===== config.mk =====
export PLATFORM = sky130hd
export DESIGN_NAME = mda_pwm_capture
export DESIGN_NICKNAME = d
export VERILOG_FILES = /design/src/rtl/mda_pwm_capture.sv
export SDC_FILE = /design/constraint.sdc
export NUM_CORES = 1
export LEC_CHECK = 0
export ABC_CLOCK_PERIOD_IN_PS = 5750
export CAP_MARGIN = 20
export CORE_MARGIN = 3
export CORE_UTILIZATION = 55
export CTS_BUF_LIST = sky130_fd_sc_hd__clkbuf_8 sky130_fd_sc_hd__clkbuf_16
export DETAILED_ROUTE_END_ITERATION = 16
export GPL_ROUTABILITY_DRIVEN = 0
export HOLD_SLACK_MARGIN = 0.03
export PLACE_DENSITY = 0.79
export SYNTH_ARGS = -nofsm -noshare
export SYNTH_HDL_FRONTEND = slang
export SYNTH_SLANG_ARGS = --single-unit

===== constraint.sdc =====
create_clock -name clk -period 5.75 [get_ports clk]
set_clock_uncertainty 0.05 [all_clocks]
set_input_delay 0.8625 -clock clk [delete_from_list [all_inputs] [get_ports clk]]
set_output_delay 0.8625 -clock clk [all_outputs]
set_load 0.03 [all_outputs]

===== src/rtl/mda_pwm_capture.sv =====
// PWM input capture: synchronizes and glitch-filters pwm_in, then measures rise-to-rise
// period and rise-to-fall high time in clk cycles, flagging a stalled input via timeout.
module mda_pwm_capture #(
  parameter int unsigned FILTER  = 2,
  parameter logic [15:0] TIMEOUT = 16'hFFFF
) (
  input  logic        clk,
  input  logic        reset,
  input  logic        pwm_in,
  output logic [15:0] period,
  output logic [15:0] duty_cycle,
  output logic        valid,
  output logic        timeout
);

  typedef enum logic [1:0] {S_IDLE, S_HIGH, S_LOW, S_TMO} state_t;

  localparam logic [3:0] FCNT_MAX = 4'(FILTER - 1);

  logic        s1_q, s2_q;
  logic        filt_q, filt_d;
  logic [3:0]  fcnt_q, fcnt_d;
  logic [15:0] cnt_q, cnt_d;
  logic [15:0] hi_q, hi_d;
  logic [15:0] period_q, period_d;
  logic [15:0] duty_q, duty_d;
  logic        valid_q, valid_d;
  logic        tmo_q, tmo_d;
  state_t      state_q, state_d;
  logic        rise, fall, at_to, go_tmo;

  // Glitch filter: a level change must persist FILTER cycles at s2 to be accepted.
  always_comb begin
    filt_d = filt_q;
    fcnt_d = fcnt_q;
    rise   = 1'b0;
    fall   = 1'b0;
    if (s2_q == filt_q) begin
      fcnt_d = 4'd0;
    end else if (fcnt_q == FCNT_MAX) begin
      filt_d = s2_q;
      fcnt_d = 4'd0;
      rise   = s2_q;
      fall   = ~s2_q;
    end else begin
      fcnt_d = fcnt_q + 4'd1;
    end
  end

  always_comb begin
    if (rise)                 cnt_d = 16'd1;
    else if (cnt_q == 16'hFFFF) cnt_d = cnt_q;
    else                      cnt_d = cnt_q + 16'd1;
  end

  assign at_to = (cnt_q == TIMEOUT);

  // Edge events win over a coincident timeout in every state.
  always_comb begin
    state_d  = state_q;
    hi_d     = hi_q;
    period_d = period_q;
    duty_d   = duty_q;
    valid_d  = 1'b0;
    tmo_d    = tmo_q;
    go_tmo   = 1'b0;
    case (state_q)
      S_IDLE: begin
        if (rise)                state_d = S_HIGH;
        else if (at_to && !fall) go_tmo  = 1'b1;
      end
      S_HIGH: begin
        if (fall) begin
          state_d = S_LOW;
          hi_d    = cnt_q;
        end else if (at_to) begin
          go_tmo = 1'b1;
        end
      end
      S_LOW: begin
        if (rise) begin
          state_d  = S_HIGH;
          period_d = cnt_q;
          duty_d   = hi_q;
          valid_d  = 1'b1;
        end else if (at_to) begin
          go_tmo = 1'b1;
        end
      end
      S_TMO: begin
        if (rise) begin
          state_d = S_HIGH;
          tmo_d   = 1'b0;
        end
      end
      default: state_d = S_IDLE;
    endcase
    if (go_tmo) begin
      state_d  = S_TMO;
      tmo_d    = 1'b1;
      period_d = 16'hFFFF;
      duty_d   = filt_q ? 16'hFFFF : 16'h0000;
      valid_d  = 1'b1;
    end
  end

  always_ff @(posedge clk) begin
    if (reset) begin
      s1_q     <= 1'b0;
      s2_q     <= 1'b0;
      filt_q   <= 1'b0;
      fcnt_q   <= 4'd0;
      cnt_q    <= 16'd0;
      hi_q     <= 16'd0;
      period_q <= 16'd0;
      duty_q   <= 16'd0;
      valid_q  <= 1'b0;
      tmo_q    <= 1'b0;
      state_q  <= S_IDLE;
    end else begin
      s1_q     <= pwm_in;
      s2_q     <= s1_q;
      filt_q   <= filt_d;
      fcnt_q   <= fcnt_d;
      cnt_q    <= cnt_d;
      hi_q     <= hi_d;
      period_q <= period_d;
      duty_q   <= duty_d;
      valid_q  <= valid_d;
      tmo_q    <= tmo_d;
      state_q  <= state_d;
    end
  end

  assign period     = period_q;
  assign duty_cycle = duty_q;
  assign valid      = valid_q;
  assign timeout    = tmo_q;

endmodule


==> impl_metrics.toml <==
[clock_network]
ctsLongestPathBuffers = 2
cts.sinks = 75
cts_tree = "built"
cts_setup_buffers = 0
post_cts_resized = 0
cts_root_buffer = "clkbuf_8"
hold_buffers = 0
cts.clk_slew.worst_paths_ps = 70
h-tree-depth = 3
insertion_delay_ps = 340
numCtsBuffers = 9

[die]
fp.dieW_um = 79.13
fp.coreArea_sq_mm = 0.004942
die_area_sq_mm = 0.006262
die_y_um = 79.13
initial_core_util = 0.5952
ios = 37
placementRows = 25

[setup_path]
crit_chain = "ha_1 > nand3_1 > or4_1 > o31ai_1 > and2_1 > buf_16 > o221a_2"
crit_slowest_cell = "or4_1"
crit_fanout = 23
cp.required_ps = 5990
crit_path_end_kind = "flip-flop"
critPathKind = "flip-flop to flip-flop"
r2r_slack_ps = 2730
worstPathArrival_ps = 3260
start_kind = "flip-flop"
crit_path_max_incr_delay_ps = 740

[layout]
synthToLayoutAreaGrowth_pct = 19.31
instances_no_fill = 404
drive_above_1_share = 0.1128
nets = 339
num_antenna_cells = 0
fin_area_sq_mm = 0.003510

[logic_synthesis]
ys_warn_count = 0
yosysSeqAreaShare = 0.5104
synth_seq_cells = 75
synthCells = 304
synth_cell_types = 45
synth_common_cells = "75 x dfxtp_1, 42 x nor2_1, 26 x nand2_1"
syn_nets = 310
syn_area_sq_mm = 0.002942
synth_most_common_cell = "dfxtp_1"
syn_avg_cell_area_sq_um = 9.676
synth_ff_type = "dfxtp_1"
synth_area_leaders = "dfxtp_1 51%, o221a_2 6.1%, mux2i_1 5.8%"
ys_async_sr_fraction = 0
synth_top_cell_by_area = "dfxtp_1"
yosysTopAreaCellShare = 0.5104
synth_edf_count = 0

[timing]
rsz0062_at_grt = "no"
slew_violations = 0
finalCritPeriodShare = 0.5250
fin_setup_tns_ps = 0
tightest_slew_ps = 925.2
setup_violations = 0
slew_headroom = 0.3798
period_needed_ps = 3019
whs_ps = 409.4
max_freq_mhz = 331.3
hold_violations = 0

[placed_design]
place_area_sq_mm = 0.003292
io_buffers = 36
post-dp-hpwl_um = 3919
dp_cells = 387

[hold_path]
holdCritPathClass = "flip-flop to flip-flop"

[routing]
firstDrtPassIters = 5
ant_nets = 0
drt_iter0_markers = 210
wl_per_cell_um = 15.46
drt-total-wl_um = 6244
route.detailed.drc = 0
via_per_inst = 5.688
dr_total_vias = 2298

[global_routing]
grt_pass1_wl_um = 10310
grt_pass1_vias = 2139
overflow = 0
grt_max_degree = 41
grt_usage = 0.2111
antenna_found_initial = 0

[status]
status = "complete, no violations"

[flow_run]
max_cap_violations = 0

[power]
leakage_nw = 1.346
peakVddDrop_v = 0.0002126
powerDensity_mw_per_mm2 = 260.6
-- report_power, final --
part	leakage [nW]	switching [mW]	total, mW	internal [mW]
sequential	0.605	0.00451	0.527	0.522
combinational	0.639	0.0136	0.0202	0.00665
clock	0.103	0.176	0.368	0.192
total	1.35	0.194	0.915	0.720
-- through the flow --
step / worst slack (ps) / total power, mW / utilization
after floorplan: 3392 / 0.5508 / -
after global placement: 2140 / 0.5560 / 0.6661
after detailed placement: 2041 / 0.5570 / 0.6661
after CTS: 2380 / 0.9199 / 0.7015
after global routing: 2545 / 0.9501 / 0.7101
final: 2731 / 0.9147 / 0.7101
-- sequential cells by signal, indices dropped and copies added (netlist names) --
name	cells
fcnt_q	4
valid	1
hi_q	16
s1_q	1
timeout	1
filt_q	1
duty_cycle	16
state_q	2
cnt_q	16
s2_q	1
period	16
-- final timing paths --
| check | to | depth (start not counted) | from |
|---|---|---|---|
| worst min register to register | s2_q | 1 | s1_q |
| worst min-delay path | s2_q | 1 | s1_q |
| worst max-delay path | period[7] | 7 | cnt_q[0] |
| worst max register to register | period[7] | 7 | cnt_q[0] |
-- area by class of cell --
cell class	count	area, sq um
Fill cell	394	1433
Inverter	4	15.01
Clock inverter	6	51.30
Timing Repair Buffer	40	417.9
Sequential cell	75	1501
Clock buffer	9	123.9
Multi-Input combinational cell	203	1316
Tap cell	67	83.83
-- placed cells by master, fill, tap and decap left out, drive strengths merged, types with 2 or more instances in the layout --
master         count
nor3               6
inv                6
or3b               2
clkdlybuf4s50     36
o22ai             16
nor4               3
ha                 3
nand2             27
xor2               7
buf                4
nand4              5
nor2              42
nand3              6
nor2b              3
and4               2
a21oi             21
clkbuf             9
o221a             16
xnor2              8
clkinv             3
o21ai              3
mux2i             17
nor3b              2
dfxtp             75
-- metal layers --
| layer | part of all wire | track usage | up-vias |
|---|---|---|---|
| li1 | - | - | 1147 |
| met1 | 0.48 | 0.2780 | 1081 |
| met2 | 0.46 | 0.3182 | 66 |
| met3 | 0.060 | 0.07596 | 4 |
| met4 | 0.0064 | 0.07732 | 0 |
| met5 | 0 | 0 | - |
-- worst max-delay path, delay by kind of cell, from the launching register on --
kind,cells,cell delay [ps]
flops,1,450
fa+ha+maj,1,230
compound gates,2,540
buf+inv,1,220
simple gates,3,1460
-- kinds of logic after synthesis --
family / synth area share
and+or+nand+nor: 0.1752
DFF: 0.5104
AOI/OAI and AO/OA: 0.1570
buffers and inverters: 0.04210
muxes: 0.05785
xor gates and xnor gates: 0.04466
adders and majority gates: 0.01276
Note: power is estimated with default switching activity, not from simulation.
